<file path="src/rtl/hdmits_pkg.sv">
// Shared constants and helpers for the HDMI-over-Ethernet TX/RX packet path.
// Offsets are byte positions counted from the first preamble byte on GMII.
package hdmits_pkg;

  localparam logic [10:0] OFS_ETYPE = 11'h014;
  localparam logic [10:0] OFS_INFO  = 11'h032;
  localparam logic [10:0] OFS_PAY   = 11'h035;

  localparam logic [7:0]  PKT_VIDEO = 8'h00;
  localparam logic [7:0]  PKT_AUDIO = 8'h01;

  localparam logic [15:0] ETH_IPV4  = 16'h0800;
  localparam logic [7:0]  IP_VER    = 8'h45;
  localparam logic [7:0]  IP_UDP    = 8'h11;
  localparam logic [7:0]  IP_TTL    = 8'h40;
  localparam logic [15:0] IP_FLAGS  = 16'h4000;

  localparam int IFG_LEN = 12;

  typedef enum logic [2:0] {
    ST_IDLE, ST_PRE, ST_HDR, ST_INFO, ST_PAY, ST_FCS, ST_IFG
  } tx_state_e;

  // Header checksum; id, TOS and checksum words are zero and drop out of the sum.
  function automatic logic [15:0] ip_csum(input logic [15:0] tot_len,
                                          input logic [31:0] src,
                                          input logic [31:0] dst);
    logic [31:0] s;
    s = {16'h0, IP_VER, 8'h00} + {16'h0, tot_len} + {16'h0, IP_FLAGS}
      + {16'h0, IP_TTL, IP_UDP}
      + {16'h0, src[31:16]} + {16'h0, src[15:0]}
      + {16'h0, dst[31:16]} + {16'h0, dst[15:0]};
    s = {16'h0, s[15:0]} + {16'h0, s[31:16]};
    s = {16'h0, s[15:0]} + {16'h0, s[31:16]};
    return ~s[15:0];
  endfunction

endpackage

</file>
<file path="src/rtl/crc32_d8.sv">
// Byte-wide reflected Ethernet CRC-32; exposes the raw running value so the
// caller applies the final complement (the RX checker compares it directly).
module crc32_d8 (
  input  logic        clk,
  input  logic        rst,
  input  logic        init,
  input  logic        en,
  input  logic [7:0]  d,
  output logic [31:0] crc
);

  logic [31:0] crc_q;

  function automatic logic [31:0] crc_next(input logic [31:0] c_in, input logic [7:0] b);
    logic [31:0] c;
    c = c_in ^ {24'h0, b};
    for (int i = 0; i < 8; i++)
      c = c[0] ? ((c >> 1) ^ 32'hEDB88320) : (c >> 1);
    return c;
  endfunction

  always_ff @(posedge clk) begin
    if (rst || init) crc_q <= '1;
    else if (en)     crc_q <= crc_next(crc_q, d);
  end

  assign crc = crc_q;

endmodule

</file>
<file path="src/rtl/fifo2gmii24.sv">
// GMII UDP/IPv4 video packetizer: drains pixel-pair words from an FWFT FIFO
// and emits one fixed-length frame per payload_words words.
module fifo2gmii24
  import hdmits_pkg::*;
#(
  parameter logic [47:0] src_mac       = 48'h00_37_FF_00_00_01,
  parameter logic [47:0] dst_mac       = 48'hFF_FF_FF_FF_FF_FF,
  parameter logic [31:0] ipv4_src      = {8'd192, 8'd168, 8'd0, 8'd2},
  parameter logic [31:0] ipv4_dst_base = {8'd192, 8'd168, 8'd0, 8'd1},
  parameter logic [15:0] src_port      = 16'd12345,
  parameter logic [15:0] dst_port      = 16'd12345,
  parameter logic [10:0] payload_words = 11'd640
) (
  input  logic        clk125,
  input  logic        sys_rst,
  input  logic        id,
  input  logic [28:0] fifo_dout,
  input  logic        fifo_empty,
  input  logic [10:0] fifo_cnt,
  output logic        fifo_rd_en,
  output logic [7:0]  txd,
  output logic        tx_en,
  output logic        underrun
);

  localparam logic [15:0] TOT_LEN  = 16'(28 + 3 + 2 * int'(payload_words));
  localparam logic [15:0] UDP_LEN  = 16'(8 + 3 + 2 * int'(payload_words));
  localparam logic [10:0] PAY_END  = 11'(int'(OFS_PAY) + 2 * int'(payload_words) - 1);
  localparam logic [10:0] FCS_BEG  = PAY_END + 11'd1;
  localparam logic [10:0] FCS_END  = PAY_END + 11'd4;
  localparam logic [3:0]  IFG_LAST = 4'(IFG_LEN - 2);

  tx_state_e   state_q, state_d;
  logic [10:0] bcnt_q, bcnt_d;
  logic [3:0]  ifg_q, ifg_d;
  logic        x_q;
  logic [10:0] y_q;
  logic [15:0] csum_q;
  logic [7:0]  txd_q, txd_d;
  logic        tx_en_q, tx_en_d;
  logic        und_q, und_d;
  logic        crc_init, crc_en;
  logic [31:0] crc;
  logic        start;
  logic        pay_odd;
  logic [1:0]  fcs_idx;
  logic [31:0] dst_ip;
  logic [41:0][7:0] hdr;
  logic        unused;

  assign unused  = fifo_dout[28];
  assign start   = fifo_cnt >= payload_words;
  assign dst_ip  = {ipv4_dst_base[31:8], ipv4_dst_base[7:0] + {7'd0, id}};
  // OFS_PAY is odd, so odd payload bytes land on even bcnt.
  assign pay_odd = bcnt_q[0] ^ OFS_PAY[0];
  assign fcs_idx = 2'(bcnt_q - FCS_BEG);

  // Bytes 0x08..0x31 in wire order; hdr[41] goes out first.
  assign hdr = {dst_mac, src_mac, ETH_IPV4,
                IP_VER, 8'h00, TOT_LEN, 16'h0000, IP_FLAGS, IP_TTL, IP_UDP, csum_q,
                ipv4_src, dst_ip,
                src_port, dst_port, UDP_LEN, 16'h0000};

  always_ff @(posedge clk125) begin
    if (sys_rst) state_q <= ST_IDLE;
    else         state_q <= state_d;
  end

  always_comb begin
    state_d = state_q;
    case (state_q)
      ST_IDLE: if (start)                        state_d = ST_PRE;
      ST_PRE:  if (bcnt_q == 11'd7)              state_d = ST_HDR;
      ST_HDR:  if (bcnt_q == OFS_INFO - 11'd1)   state_d = ST_INFO;
      ST_INFO: if (bcnt_q == OFS_PAY - 11'd1)    state_d = ST_PAY;
      ST_PAY:  if (bcnt_q == PAY_END)            state_d = ST_FCS;
      ST_FCS:  if (bcnt_q == FCS_END)            state_d = ST_IFG;
      ST_IFG:  if (ifg_q == IFG_LAST)            state_d = ST_IDLE;
      default:                                   state_d = ST_IDLE;
    endcase
  end

  always_comb begin
    txd_d      = 8'h00;
    tx_en_d    = 1'b0;
    und_d      = 1'b0;
    fifo_rd_en = 1'b0;
    crc_init   = 1'b0;
    crc_en     = 1'b0;
    case (state_q)
      ST_PRE: begin
        tx_en_d  = 1'b1;
        crc_init = 1'b1;
        txd_d    = (bcnt_q == 11'd7) ? 8'hD5 : 8'h55;
      end
      ST_HDR: begin
        tx_en_d = 1'b1;
        crc_en  = 1'b1;
        txd_d   = hdr[6'(11'd49 - bcnt_q)];
      end
      ST_INFO: begin
        tx_en_d = 1'b1;
        crc_en  = 1'b1;
        if (bcnt_q == OFS_INFO)              txd_d = PKT_VIDEO;
        else if (bcnt_q == OFS_INFO + 11'd1) txd_d = y_q[7:0];
        else                                 txd_d = {3'b000, x_q, 1'b0, y_q[10:8]};
      end
      ST_PAY: begin
        tx_en_d = 1'b1;
        crc_en  = 1'b1;
        // Starved bytes go out as zero so the frame length never changes.
        if (fifo_empty) und_d = 1'b1;
        else if (pay_odd) begin
          txd_d      = fifo_dout[7:0];
          fifo_rd_en = 1'b1;
        end else       txd_d = fifo_dout[15:8];
      end
      ST_FCS: begin
        tx_en_d = 1'b1;
        case (fcs_idx)
          2'd0:    txd_d = ~crc[7:0];
          2'd1:    txd_d = ~crc[15:8];
          2'd2:    txd_d = ~crc[23:16];
          default: txd_d = ~crc[31:24];
        endcase
      end
      default: ;
    endcase
  end

  always_comb begin
    bcnt_d = bcnt_q + 11'd1;
    if (state_q == ST_IDLE || state_q == ST_IFG || state_d == ST_IFG) bcnt_d = '0;
    ifg_d = (state_q == ST_IFG) ? ifg_q + 4'd1 : 4'd0;
  end

  always_ff @(posedge clk125) begin
    if (sys_rst) begin
      bcnt_q  <= '0;
      ifg_q   <= '0;
      x_q     <= 1'b0;
      y_q     <= '0;
      csum_q  <= '0;
      txd_q   <= '0;
      tx_en_q <= 1'b0;
      und_q   <= 1'b0;
    end else begin
      bcnt_q  <= bcnt_d;
      ifg_q   <= ifg_d;
      txd_q   <= txd_d;
      tx_en_q <= tx_en_d;
      und_q   <= und_d;
      if (state_q == ST_IDLE) csum_q <= ip_csum(TOT_LEN, ipv4_src, dst_ip);
      if (state_q == ST_IDLE && start) begin
        x_q <= fifo_dout[27];
        y_q <= fifo_dout[26:16];
      end
    end
  end

  crc32_d8 u_crc (
    .clk  (clk125),
    .rst  (sys_rst),
    .init (crc_init),
    .en   (crc_en),
    .d    (txd_d),
    .crc  (crc)
  );

  assign txd      = txd_q;
  assign tx_en    = tx_en_q;
  assign underrun = und_q;

endmodule

</file>
<file path="config.mk">
export PLATFORM = sky130hd
export DESIGN_NAME = fifo2gmii24
export DESIGN_NICKNAME = d
export VERILOG_FILES = /design/src/rtl/hdmits_pkg.sv /design/src/rtl/crc32_d8.sv /design/src/rtl/fifo2gmii24.sv
export SDC_FILE = /design/constraint.sdc
export NUM_CORES = 1
export LEC_CHECK = 0
export CORE_MARGIN = 2
export CORE_UTILIZATION = 45
export CTS_CLUSTER_DIAMETER = 50
export DETAILED_ROUTE_END_ITERATION = 16
export PLACE_DENSITY = 0.71
export SYNTH_ARGS = -nofsm -noshare
export SYNTH_HDL_FRONTEND = slang
export SYNTH_SLANG_ARGS = --single-unit
</file>
<file path="constraint.sdc">
create_clock -name clk125 -period 11.3 [get_ports clk125]
set_input_delay 1.13 -clock clk125 [delete_from_list [all_inputs] [get_ports clk125]]
set_output_delay 1.13 -clock clk125 [all_outputs]
set_load 0.02 [all_outputs]
</file>
==> flow_metrics.tcl <==
set metrics [dict create \
    start_util_pct 46.7 \
    drive_gt1_share_pct 6.74 \
    maxSlewHeadroom_pct 35.6 \
    place_ws_ns 6.19 \
    n_antenna_cell 0 \
    drtIter0Drc 440 \
    cts-htree-levels 3 \
    peakVddDrop_v 0.0000697 \
    overflow 0 \
    synth_area_um2 5120 \
    synthFlopType "dfxtp_1" \
    syn2layout_area_growth_pct 17.1 \
    path_clk_slew_ns 0.06 \
    crit_type "flop to flop" \
    num_rows 38 \
    ff_latch_area_um2 1500 \
    clock_latency_ns 0.35 \
    worstHoldPathType "flop to flop" \
    dpl_cell_area_um2 5670 \
    fin_ws_ns 6.05 \
    yosys.area.top_type "dfxtp_1" \
    vias_per_cell 5.91 \
    antenna_found_initial 0 \
    critPathMaxStageDelay_ns 0.76 \
    nFillCells 997 \
    min_period_over_period_pct 46.5 \
    p_per_area_nw_per_um2 120 \
    cap_violations 0 \
    end_kind "flop" \
    tightest_slew_ns 0.958 \
    yosys.area.top_type_share_pct 29.3 \
    vias 4421 \
    ys_top_cells_by_count "nor2_1, dfxtp_1, xnor2_1, o21ai_0, mux2i_1" \
    synth_edf_count 0 \
    cp_slowest_cell "xor2_1" \
    finalSetupViolations 0 \
    die_area_um2 12300 \
    drtPass1Iterations 6 \
    root_buffer "clkbuf_16" \
    grt_max_degree 46 \
    yosys.cell_count.top_type "nor2_1" \
    post_cts_buffers 0 \
    fmax_ghz 0.191 \
    wl_per_cell_um 18.5 \
    final_util_pct 54.6 \
    die_width_um 111 \
    grt_pass1_wl_um 22400 \
    yosysSeqAreaShare_pct 29.3 \
    synth_cells 573 \
    crit_arrival_ns 5.52 \
    ys_seq_elements 75 \
    mappedNetlistNets 628 \
    critPathRequiredTime_ns 11.57 \
    nets 658 \
    finClkSkew_ns 0.0122 \
    fin_tns_setup_ns 0 \
    post-route-cell-area_um2 6000 \
    drtAntennaViolNets 0 \
    holdBufCountCts 0 \
    multi_input_area_um2 3400 \
    dp_hpwl_um 9810 \
    period_minus_slack_ns 5.25 \
    die_h_um 111 \
    finalWirelength_um 13800 \
    crit_fanout 14 \
    yosysUniqueCellTypes 62 \
    ys_async_sr_fraction_pct 0 \
    whs_ns 0.463 \
    p_total_uw 718 \
    leakagePower_nw 2.53 \
    slew_viol_final 0 \
    core_um2 11000 \
    drc_errors 0 \
    portBuffers 46 \
    cts-buffers-inserted 9 \
    cts_resized 0 \
    cts_sinks 75 \
    cts_tree "done" \
    clockBufferDepth 2 \
    grt_setup_unrepaired "false" \
    boundaryPins 55 \
    yosysWarnings 0 \
    routabilityCongestion 0.893 \
    synth_area_leaders "dfxtp_1, xnor3_1, nor2_1" \
    status "finished clean" \
    worst_setup_path_start_kind "flop" \
    layout.cells.non_filler 748 \
    grt_pass1_vias 4207 \
    grt_util_all_layers_pct 23.2 \
    dp.cells 732 \
    postSynthAreaPerCell_um2 8.94 \
    hold_violations 0 \
    crit_chain "inv_1 > ha_1 > xor2_1 > mux2i_1 > nor3_1 > or2_2 > a21oi_1 > xnor2_1 > xnor3_2 > xnor3_1 > o21ai_1" \
]
-- path summary, 6_finish.rpt --
kind	start	to	slack, ns	cells after the start
worst min-delay path	ifg_q[0]	ifg_q[0]	0.46	1
worst min register to register	ifg_q[0]	ifg_q[0]	0.46	1
worst max register to register	bcnt_q[1]	u_crc.crc[19]	6.05	11
worst max-delay path	bcnt_q[1]	u_crc.crc[19]	6.05	11
-- layer usage --
metal | vias up | track usage (%) | wire length (µm)
li1 | 2096 | - | -
met1 | 2088 | 31.2 | 6200
met2 | 210 | 35.9 | 6280
met3 | 27 | 5.14 | 986
met4 | 0 | 10.0 | 369
met5 | - | 0 | 0
-- cell families (layout without fill, tap and decap cells) --
kind of cell    count (synthesis)  count (layout)  share of synthesized area, %
simple gates                  192             192                          17.9
compound gates                127             127                          17.4
xor+xnor                       80              80                          21.9
flops                          75              75                          29.3
buf+inv                        56              91                          4.47
mux                            32              32                          6.30
fa+ha+maj                      11              11                          2.69
-- placed cells by master (no fill, tap or decap), types with 3 or more instances in the layout --
master           instances
nand3b_1                 3
xor2_1                  14
clkbuf_16                9
nor3b_1                  3
clkdlybuf4s50_1         46
xnor2_1                 34
a2111oi_0                5
o21ai_0                 33
mux2i_1                 30
inv_1                   22
dfxtp_1                 75
nand3_1                 13
xor3_1                   8
buf_4                    7
nor2b_1                 17
xnor3_1                 17
a31oi_1                  6
o221ai_1                 3
a21oi_1                 28
and3_1                   3
nor2_1                  88
nor3_1                  13
nand4_1                  7
and2_1                   4
a21o_1                   4
o22ai_1                  3
o211ai_1                 6
a211oi_1                 7
nand2b_1                 7
ha_1                    11
nand2_1                 23
a211o_1                  4
xnor2_2                  5
nor4_1                   4
-- worst max-delay path: cells and delay by family, from the launching register on --
family                     cells  cell delay, ns
muxes                          1            0.36
adders and majority gates      1            0.41
AOI/OAI and AO/OA              2            0.68
xor gates and xnor gates       4            2.22
DFF                            1            0.72
buffers and inverters          1            0.30
and+or+nand+nor                2            0.47
-- report_power, final --
part	internal, mW	total, mW	leakage, nW	switching (mW)
clock network	0.205	0.322	0.159	0.117
registers	0.270	0.275	0.610	0.00504
logic	0.0618	0.121	1.76	0.0592
total	0.537	0.718	2.53	0.181
-- state kept, by name (all words and copies together), names as in the netlist, 3 cells and up --
register and flops:
ifg_q 4, csum_q 3, state_q 3, y_q 11, bcnt_q 11, txd 8
u_crc.crc 32
-- area by class of cell --
cell class / count / area share (%)
flip-flops and latches: 75 / 25.0
inverters: 22 / 1.38
repair buffers: 53 / 8.55
well taps: 140 / 2.92
clock buffers: 12 / 4.28
multi-input cells: 442 / 56.6
clock inverters: 4 / 1.21
Power figures use the tool's default switching activity.
